### config.mk
export PLATFORM = sky130hd
export DESIGN_NAME = rf_param_flat
export DESIGN_NICKNAME = d
export VERILOG_FILES = /design/src/rtl/rf_pkg.sv /design/src/rtl/rf_param_if.sv /design/src/rtl/rf_read_port.sv /design/src/rtl/rf_param.sv /design/src/flat_wrapper.sv
export SDC_FILE = /design/constraint.sdc
export NUM_CORES = 1
export LEC_CHECK = 0
export CAP_MARGIN = 20
export CORE_MARGIN = 8
export CORE_UTILIZATION = 45
export DETAILED_ROUTE_END_ITERATION = 7
export GPL_TIMING_DRIVEN = 0
export MAX_ROUTING_LAYER = met4
export PLACE_DENSITY = 0.67
export SYNTH_ARGS = -nofsm -noshare
export SYNTH_HDL_FRONTEND = slang
export SYNTH_SLANG_ARGS = --single-unit
### constraint.sdc
create_clock -name clk -period 2.2 [get_ports clk]
set_clock_uncertainty 0.15 [all_clocks]
set_input_delay 0.44 -clock clk [delete_from_list [all_inputs] [get_ports clk]]
set_output_delay 0.44 -clock clk [all_outputs]
set_load 0.02 [all_outputs]
### src/rtl/rf_pkg.sv
// Shared types and default sizing for the parametrised register file.
package rf_pkg;

  typedef enum logic [1:0] {
    IDLE,
    CLEAR,
    DONE
  } rf_state_t;

  localparam int RF_DATA_W = 4;
  localparam int RF_DEPTH  = 4;

endpackage

### src/rtl/rf_param_if.sv
// Bus bundle between the operand source (master) and the register file (slave).
interface rf_param_if
  import rf_pkg::*;
#(
  parameter int DATA_W = RF_DATA_W,
  parameter int ADDR_W = $clog2(RF_DEPTH)
);

  logic              we;
  logic [ADDR_W-1:0] wa;
  logic [DATA_W-1:0] wd;
  logic [ADDR_W-1:0] sa;
  logic [ADDR_W-1:0] sb;
  logic [DATA_W-1:0] a;
  logic [DATA_W-1:0] b;
  logic              va;
  logic              vb;
  logic              clr_req;
  logic              busy;
  logic              clr_done;
  logic              wr_drop;

  modport master (
    output we, wa, wd, sa, sb, clr_req,
    input  a, b, va, vb, busy, clr_done, wr_drop
  );

  modport slave (
    input  we, wa, wd, sa, sb, clr_req,
    output a, b, va, vb, busy, clr_done, wr_drop
  );

endinterface

### src/rtl/rf_read_port.sv
// One combinational read port: storage mux with optional same-cycle write forwarding.
module rf_read_port
  import rf_pkg::*;
#(
  parameter int DATA_W = RF_DATA_W,
  parameter int DEPTH  = RF_DEPTH,
  parameter int BYPASS = 1,
  parameter int ADDR_W = $clog2(DEPTH)
) (
  input  logic [DEPTH-1:0][DATA_W-1:0] regs,
  input  logic [DEPTH-1:0]             valid,
  input  logic [ADDR_W-1:0]            addr,
  input  logic                         fwd_en,
  input  logic [ADDR_W-1:0]            wa,
  input  logic [DATA_W-1:0]            wd,
  output logic [DATA_W-1:0]            data,
  output logic                         vld
);

  logic hit;

  // fwd_en already excludes busy cycles, so dropped writes never forward
  always_comb begin
    hit  = (BYPASS != 0) && fwd_en && (wa == addr);
    data = hit ? wd : regs[addr];
    vld  = hit ? 1'b1 : valid[addr];
  end

endmodule

### src/rtl/rf_param.sv
// Parametrised 2-read/1-write register file with valid bits and a sequenced clear engine.
module rf_param
  import rf_pkg::*;
#(
  parameter  int DATA_W = RF_DATA_W,
  parameter  int DEPTH  = RF_DEPTH,
  parameter  int BYPASS = 1,
  localparam int ADDR_W = $clog2(DEPTH)
) (
  input  logic         clk,
  input  logic         rst,
  rf_param_if.slave    bus
);

  localparam logic [ADDR_W-1:0] LAST = ADDR_W'(DEPTH - 1);

  logic [DEPTH-1:0][DATA_W-1:0] regs;
  logic [DEPTH-1:0]             valid;
  logic [ADDR_W-1:0]            ptr;
  rf_state_t                    state, next_state;
  logic                         busy, clr_done, wr_en;
  logic [DATA_W-1:0]            a_data, b_data;
  logic                         a_vld, b_vld;

  always_comb begin
    next_state = state;
    busy       = 1'b0;
    clr_done   = 1'b0;
    case (state)
      IDLE:  if (bus.clr_req) next_state = CLEAR;
      CLEAR: begin
        busy = 1'b1;
        if (ptr == LAST) next_state = DONE;
      end
      DONE: begin
        busy       = 1'b1;
        clr_done   = 1'b1;
        next_state = IDLE;
      end
      default: next_state = IDLE;
    endcase
  end

  assign wr_en = bus.we && !busy;

  // Writes only happen in IDLE, so they never collide with the clear pointer
  always_ff @(posedge clk) begin
    if (rst) begin
      state <= IDLE;
      ptr   <= '0;
      regs  <= '0;
      valid <= '0;
    end else begin
      state <= next_state;
      if (state == CLEAR) begin
        regs[ptr]  <= '0;
        valid[ptr] <= 1'b0;
        ptr        <= (ptr == LAST) ? '0 : ptr + ADDR_W'(1);
      end
      if (wr_en) begin
        regs[bus.wa]  <= bus.wd;
        valid[bus.wa] <= 1'b1;
      end
    end
  end

  rf_read_port #(.DATA_W(DATA_W), .DEPTH(DEPTH), .BYPASS(BYPASS), .ADDR_W(ADDR_W)) u_port_a (
    .regs   (regs),
    .valid  (valid),
    .addr   (bus.sa),
    .fwd_en (wr_en),
    .wa     (bus.wa),
    .wd     (bus.wd),
    .data   (a_data),
    .vld    (a_vld)
  );

  rf_read_port #(.DATA_W(DATA_W), .DEPTH(DEPTH), .BYPASS(BYPASS), .ADDR_W(ADDR_W)) u_port_b (
    .regs   (regs),
    .valid  (valid),
    .addr   (bus.sb),
    .fwd_en (wr_en),
    .wa     (bus.wa),
    .wd     (bus.wd),
    .data   (b_data),
    .vld    (b_vld)
  );

  assign bus.a        = a_data;
  assign bus.b        = b_data;
  assign bus.va       = a_vld;
  assign bus.vb       = b_vld;
  assign bus.busy     = busy;
  assign bus.clr_done = clr_done;
  assign bus.wr_drop  = bus.we && busy;

endmodule

### src/flat_wrapper.sv
// flat-port wrapper written by rule: the top's interface ports become plain ports
module rf_param_flat import rf_pkg::*;
#(
  parameter  int DATA_W = RF_DATA_W,
  parameter  int DEPTH  = RF_DEPTH,
  parameter  int BYPASS = 1,
  localparam int ADDR_W = $clog2(DEPTH)
)
  (clk, rst, bus_we, bus_wa, bus_wd, bus_sa, bus_sb, bus_clr_req, bus_a, bus_b, bus_va, bus_vb, bus_busy, bus_clr_done, bus_wr_drop);
  rf_param_if #(.DATA_W(DATA_W), .ADDR_W(2)) bus_i ();
  input  logic clk;
  input  logic rst;
  input wire logic [$bits(bus_i.we)-1:0] bus_we;
  input wire logic [$bits(bus_i.wa)-1:0] bus_wa;
  input wire logic [$bits(bus_i.wd)-1:0] bus_wd;
  input wire logic [$bits(bus_i.sa)-1:0] bus_sa;
  input wire logic [$bits(bus_i.sb)-1:0] bus_sb;
  input wire logic [$bits(bus_i.clr_req)-1:0] bus_clr_req;
  output wire logic [$bits(bus_i.a)-1:0] bus_a;
  output wire logic [$bits(bus_i.b)-1:0] bus_b;
  output wire logic [$bits(bus_i.va)-1:0] bus_va;
  output wire logic [$bits(bus_i.vb)-1:0] bus_vb;
  output wire logic [$bits(bus_i.busy)-1:0] bus_busy;
  output wire logic [$bits(bus_i.clr_done)-1:0] bus_clr_done;
  output wire logic [$bits(bus_i.wr_drop)-1:0] bus_wr_drop;
  assign bus_i.we = bus_we;
  assign bus_i.wa = bus_wa;
  assign bus_i.wd = bus_wd;
  assign bus_i.sa = bus_sa;
  assign bus_i.sb = bus_sb;
  assign bus_i.clr_req = bus_clr_req;
  assign bus_a = bus_i.a;
  assign bus_b = bus_i.b;
  assign bus_va = bus_i.va;
  assign bus_vb = bus_i.vb;
  assign bus_busy = bus_i.busy;
  assign bus_clr_done = bus_i.clr_done;
  assign bus_wr_drop = bus_i.wr_drop;
  rf_param #(.DATA_W(DATA_W), .DEPTH(DEPTH), .BYPASS(BYPASS)) u_core (.clk(clk), .rst(rst), .bus(bus_i));
endmodule
==> Word-level counts from Yosys, hierarchy flattened <==
Index checks and enable logic that the tools add are counted.
W data, S select, Z words.
{ "classes": {"bitwise_logic": 5, "n_mux": 33, "n_reduce_logical": 10, "div": 0, "eq_ne": 7, "add_sub_neg": 1, "mul": 0, "magnitude_cmp": 6, "shifts": 0} }
{ "ops": {"columns": ["operator", "count"], "rows": [
  ["$mux W16", 3],
  ["$mux W4", 9],
  ["$and A16 B16 Y16", 1],
  ["$bmux W4 S2", 2],
  ["$bwmux W16", 1],
  ["$demux W4 S2", 2],
  ["$not A16 Y16", 1],
  ["$lt A2 B3 Y1 const B", 4],
  ["$mux W1", 8],
  ["$logic_and A1 B1 Y1", 6],
  ["$mux W2", 3],
  ["$and A4 B4 Y4", 1],
  ["$bmux W1 S2", 2],
  ["$demux W1 S2", 2],
  ["$eq A2 B2 Y1", 2],
  ["$eq A2 B2 Y1 const B", 2],
  ["$ge A2 B1 Y1 const B", 2],
  ["$ne A2 B2 Y1 const B", 2],
  ["$not A4 Y4", 1],
  ["$or A4 B4 Y4", 1],
  ["$pmux W2 S2", 1],
  ["$add A2 B1 Y2 const B", 1],
  ["$eq A2 B1 Y1 const B", 1],
  ["$logic_not A2 Y1", 1],
  ["3 further kinds", 3]
]} }
{ "word_totals": {"romBits": 0, "n_memories": 0, "mem_bits_rw": 0, "output_inout_bits": 13, "word_cells": 69, "in_bits": 14, "reg_bits": 24, "latchBits": 0} }

==> Logic depth before layout (Yosys ltp) <==
{ "depth": {"word_depth": 10, "depth_mapped": 6, "mapped_depth_nobuf": 5} }

==> Hierarchy <==
A second synthesis with hierarchy kept.
{ "unflattened": {"cells_unflattened": 156, "area_unflattened_um2": 1554.0} }
{ "modules_own_cells": {"columns": ["module", "instances", "seq_area_each_um2", "cells_each", "area_each_um2"], "rows": [
  ["rf_param", 1, 480.5, 124, 1098.6],
  ["rf_read_port", 2, 0.0, 16, 227.7]
]} }

==> Worst setup path before layout <==
No wires, ideal clock.
{ "synth_timing": {"kind": "register -> output", "from": "register u_core.state[0]", "to": "output bus_a[0]", "required_ps": 1610, "n_path_buf": 0, "t_arrival_ps": 1663, "path_stages_with_launch": 6, "slack_ps": -53, "path_cell_list": "dfxtp_1 -> inv_1 -> ha_1 -> and2b_1 -> nand3_2 -> mux2_4"} }
{ "synth_between": {"elab_chain_cells": 7, "word_cells_on_any_way": 8, "cone_classes": "eq/ne: 2; mux: 2; reduce/logical: 4"} }
{ "synth_lines": {"columns": ["item", "line_no", "rtl"], "rows": [
  ["start, declared", "rf_param.sv:20", "rf_state_t state, next_state;"],
  ["start signal, assigned", "rf_param.sv:54", "state <= next_state;"],
  ["$eq A2 B2 Y1 / $eq A2 B1 Y1 (equally long branches)", "rf_param.sv:29", "case (state)"],
  ["$reduce_or A2 Y1 (no source line) (*)", null, null],
  ["$mux W1 (*)", "rf_param.sv:29", null],
  ["net bus_busy", "flat_wrapper.sv:23", "output wire logic [$bits(bus_i.busy)-1:0] bus_busy;"],
  ["$logic_not A1 Y1 (*)", "rf_param.sv:44", "assign wr_en = bus.we && !busy;"],
  ["$logic_and A1 B1 Y1 (*)", "rf_param.sv:44", null],
  ["$logic_and A1 B1 Y1 (*)", "rf_read_port.sv:24", "hit = (BYPASS != 0) && fwd_en && (wa == addr);"],
  ["$mux W4 (*)", "rf_read_port.sv:25", "data = hit ? wd : regs[addr];"],
  ["end, declared", "flat_wrapper.sv:19", "output wire logic [$bits(bus_i.a)-1:0] bus_a;"]
]} }
Mark *: on every way through the listed nets, which the timed path passes. The rest lies on a longest branch.

==> Worst setup path in the final report <==
{ "layout_timing": {"from": "register u_core.state[1]", "to": "output bus_a[1]"} }
{ "layout_between": {"elab_chain_cells": 7, "word_cells_on_any_way": 8, "cone_classes": "eq/ne: 2; mux: 2; reduce/logical: 4"} }
{ "layout_lines": {"columns": ["item", "line_no"], "rows": [
  ["$eq A2 B2 Y1 / $eq A2 B1 Y1 (equally long branches)", "rf_param.sv:29"],
  ["$reduce_or A2 Y1 (no source line) (*)", null],
  ["$mux W1 (*)", "rf_param.sv:29"],
  ["$logic_not A1 Y1 (*)", "rf_param.sv:44"],
  ["$logic_and A1 B1 Y1 (*)", "rf_param.sv:44"],
  ["$logic_and A1 B1 Y1 (*)", "rf_read_port.sv:24"],
  ["$mux W4 (*)", "rf_read_port.sv:25"]
]} }
Every way passes the cells marked *; elsewhere a longest branch is shown, timed or not.

==> out/results.md <==
### Layout
* 291 — number of fill cells
* 208 — net total in the final layout
* 31.4% — proportion of layout cells with a drive suffix above 1
* 58.3% — final design utilization
* 25.9% — area added between synthesis and finish
* 0 — number of antenna diodes
* sky130_fd_sc_hd__a21oi_1 (22), sky130_fd_sc_hd__dfxtp_1 (22), sky130_fd_sc_hd__nand2_1 (20) — commonest cells after routing, fill and taps aside

### Timing
* -0.224 ns — post-layout worst setup margin
* yes — setup repair after global routing missed its margin
* 2.42 ns — clock period minus final worst setup slack
* 0 — final-report hold violation count
* -1.81 ns — aggregate negative setup slack
* 0.486 ns — slew at the pin closest to its max-slew limit
* 413 MHz — Max Fclk
* 9 — final count of negative-setup-slack endpoints
* 67.5% — worst slew margin relative to its limit
* 110% — crit share post-route
* 0.345 ns — minimum hold slack
* 0 — Slew Viols, Final

### Global route
* 14.5% — gr usage total
* 0 — initial antenna violation count
* 0 — total global routing overflow
* 25.3% — Global Route met2 Usage
* met2 — busiest metal layer after global routing
* 1293 — via count of the first global-routing pass
* 6070 um — first-pass GRT wire length
* 2.96% — met3 Track Usage GR
* 15 — largest net degree at the start of global routing
* 16.0% — GRT met1 Usage

### Job
* 0 — max-capacitance violation count

### CTS
* 0.13 ns — clock slew at reported path FFs
* 0.31 ns — clock latency on the worst-skew pair
* 1 — # H-tree levels
* 3 — number of buffers added by the clock tree synthesis step
* sky130_fd_sc_hd__clkbuf_4 — root buffer cell
* built — CTS tree
* 2 — clk buf depth
* 24 — clock tree sinks
* 0 — CTS hold repair buffers

### Power and ir drop
* 40.8% — sequential fraction of design power
* 0.000415 V — Worst IR Drop VDD
* 31.9% — combinational cell fraction of total power
* 29.8% — fraction of power spent switching nets
* 0.752 nW — leakage power
* 0.000353 W — net switching power
* 617 nW/um^2 — power density over the cells
* 27.3% — clock group share of total power
* 0.000829 W — internal power consumption

### Logic synthesis
* 156 — cell count after synthesis
* 1520 um^2 — Syn Std Cell Area
* 26 — number of distinct library cells after synthesis
* 31.6% — top-area cell type share of the netlist area
* sky130_fd_sc_hd__dfxtp_1 (32%), sky130_fd_sc_hd__mux4_2 (15%), sky130_fd_sc_hd__mux2_4 (7.9%) — synth top area cells
* 178 — post-synth net total
* 0 — Yosys warning total
* 9.75 um^2 — Synth Area per Inst
* sky130_fd_sc_hd__dfxtp_1 — most area-hungry cell type in the Yosys netlist
* 31.6% — part of the Yosys area used for sequential elements
* 24 — #FFs+latches synth

### Setup path
* 5 — peak fanout along the critical path
* 0.37 ns — Slowest Stage Delay on Critical Path
* 2 — worst path bufs/invs
* reg -> out — Crit Path Category
* flip-flop — sort of element at the start of the critical path
* 1.61 ns — required arrival time at the worst endpoint
* 1.83 ns — Arrival @ worst endpoint
* inv_4, ha_4, and2b_2, nand3_4, mux2_4, buf_6 — ordered list of cells on the worst path
* sky130_fd_sc_hd__dfxtp_2 — Max stage delay cell, worst path
* output port — crit path capture type
* simple AND/OR/NAND/NOR gates — cell family with most CP delay

### Placement
* 20 — quantity of I/O buffers inserted on ports
* 2890 um — half-perimeter wire length of the detailed placement result
* 0.809 — placer's final routability congestion estimate

### Die
* 74.1 um — die height
* 27 — ports placed on the boundary
* 5500 um^2 — Die ar.
* 46.3% — Starting Density
* 74.1 um — Chip Width
* 3280 um^2 — core area
* 21 — number of placement rows

### Drt
* 0 — Remaining DRCs
* 1282 — via total after detailed routing
* 4 — Initial DRT Pass Iterations
* 89 — Detailed Route Iter0 Violations
* 5.55 — vias per inst
* 3720 um — wire length reported by the detailed router
* 16.1 um — average detailed-routed wire length per instance
* 0 — Post-DRT Antenna Nets

### Run status
* setup timing — violations in the final reports
* finished with violations — outcome

### Min path
* reg -> reg — Tightest Hold Check Type

==> registers in the layout, summed over array words and instances (netlist names) <==
| register | flops |
|---|---|
| u_core.valid | 4 |
| u_core.ptr | 2 |
| u_core.regs | 16 |
| u_core.state | 2 |
==> final timing paths <==
path                                              startpoint                        end  slack (ns)  cells past startpoint
worst max-delay path            u_core.state[1]$_SDFFE_PP0P_                   bus_a[1]       -0.22                      6
worst min-delay path               u_core.regs[7]$_SDFF_PP0_  u_core.regs[7]$_SDFF_PP0_        0.35                      2
worst max register to register  u_core.state[0]$_SDFFE_PP0P_  u_core.regs[2]$_SDFF_PP0_        0.39                      6
worst min register to register     u_core.regs[7]$_SDFF_PP0_  u_core.regs[7]$_SDFF_PP0_        0.35                      2
==> synth_stat cells <==
cell type	count
sky130_fd_sc_hd__a211oi_1	1
sky130_fd_sc_hd__a21o_1	1
sky130_fd_sc_hd__a21oi_1	22
sky130_fd_sc_hd__and2_1	1
sky130_fd_sc_hd__and2b_1	1
sky130_fd_sc_hd__and4b_1	1
sky130_fd_sc_hd__and4bb_2	2
sky130_fd_sc_hd__buf_2	4
sky130_fd_sc_hd__buf_6	2
sky130_fd_sc_hd__clkbuf_1	3
sky130_fd_sc_hd__dfxtp_1	24
sky130_fd_sc_hd__ha_1	8
sky130_fd_sc_hd__inv_1	7
sky130_fd_sc_hd__mux2_4	8
sky130_fd_sc_hd__mux2i_1	2
sky130_fd_sc_hd__mux4_2	10
sky130_fd_sc_hd__nand2_1	22
sky130_fd_sc_hd__nand2b_1	2
sky130_fd_sc_hd__nand3_1	17
sky130_fd_sc_hd__nand3_2	2
sky130_fd_sc_hd__nand4b_1	1
sky130_fd_sc_hd__nand4bb_1	2
sky130_fd_sc_hd__nor2_1	7
sky130_fd_sc_hd__nor4b_2	1
sky130_fd_sc_hd__or4b_4	1
sky130_fd_sc_hd__xnor2_1	4
==> routing by layer <==
metal	share of wire [%]	routed length, um
met5	0	0
met4	1.2	44
met3	6.1	226
met2	51	1890
met1	42	1560
==> metrics by stage <==
step | total power [W] | instances | setup slack (ns) | instance area (um^2)
after global placement | 0.000819 | 222 | -0.734 | 1780
after CTS | 0.00118 | 229 | -0.236 | 1890
after floorplan | 0.000715 | 156 | 0.0364 | 1520
after detailed placement | 0.000831 | 222 | -0.787 | 1780
after global routing | 0.00124 | 231 | -0.283 | 1920
final | 0.00118 | 231 | -0.224 | 1920
==> kinds of logic (layout without fill, tap and decap cells) <==
| kind of cell | Yosys count | after routing | synth area share [%] |
|---|---|---|---|
| compound gates | 24 | 24 | 8.22 |
| xor+xnor | 4 | 4 | 2.30 |
| fa+ha+maj | 8 | 8 | 6.58 |
| buf+inv | 16 | 45 | 5.26 |
| flops | 24 | 24 | 31.6 |
| mux | 20 | 20 | 24.0 |
| simple gates | 60 | 60 | 22.0 |
==> cell type report <==
type / instances / area, um^2 / area share [%]
repair buffers: 25 / 245 / 12.8
multi-input cells: 116 / 995 / 51.9
clock buffers: 3 / 22.5 / 1.18
well taps: 46 / 57.6 / 3.00
plain buffers: 9 / 53.8 / 2.81
inverters: 7 / 28.8 / 1.50
flip-flops and latches: 24 / 483 / 25.2
clock inverters: 1 / 30.0 / 1.57
==> power by group through the flow <==
stage / Clock, W / Sequential [W] / Combinational, W
after global routing: 0.000342 / 0.000486 / 0.000408
after floorplan: 0 / 0.000484 / 0.000231
after CTS: 0.000327 / 0.000482 / 0.000369
after global placement: 0 / 0.000489 / 0.000330
after detailed placement: 0 / 0.000491 / 0.000339
final: 0.000323 / 0.000483 / 0.000377
==> timing repair <==
| item | in CTS | in global routing |
|---|---|---|
| resized for setup | 71 | 6 |
| setup buffers | 3 | 2 |
| pin swaps | 1 | 1 |
| endpoints found under the hold margin | 0 | 0 |
| endpoints found under the setup margin | 12 | 11 |
==> worst reg2reg max path: cells and delay by family, from the launching register on <==
kind	cells	cell delay, ns
and+or+nand+nor	2	0.68
buffers and inverters	2	0.21
AOI/OAI and AO/OA	1	0.07
DFF	1	0.36
adders and majority gates	1	0.24
Note: power is estimated with default switching activity, not from simulation.
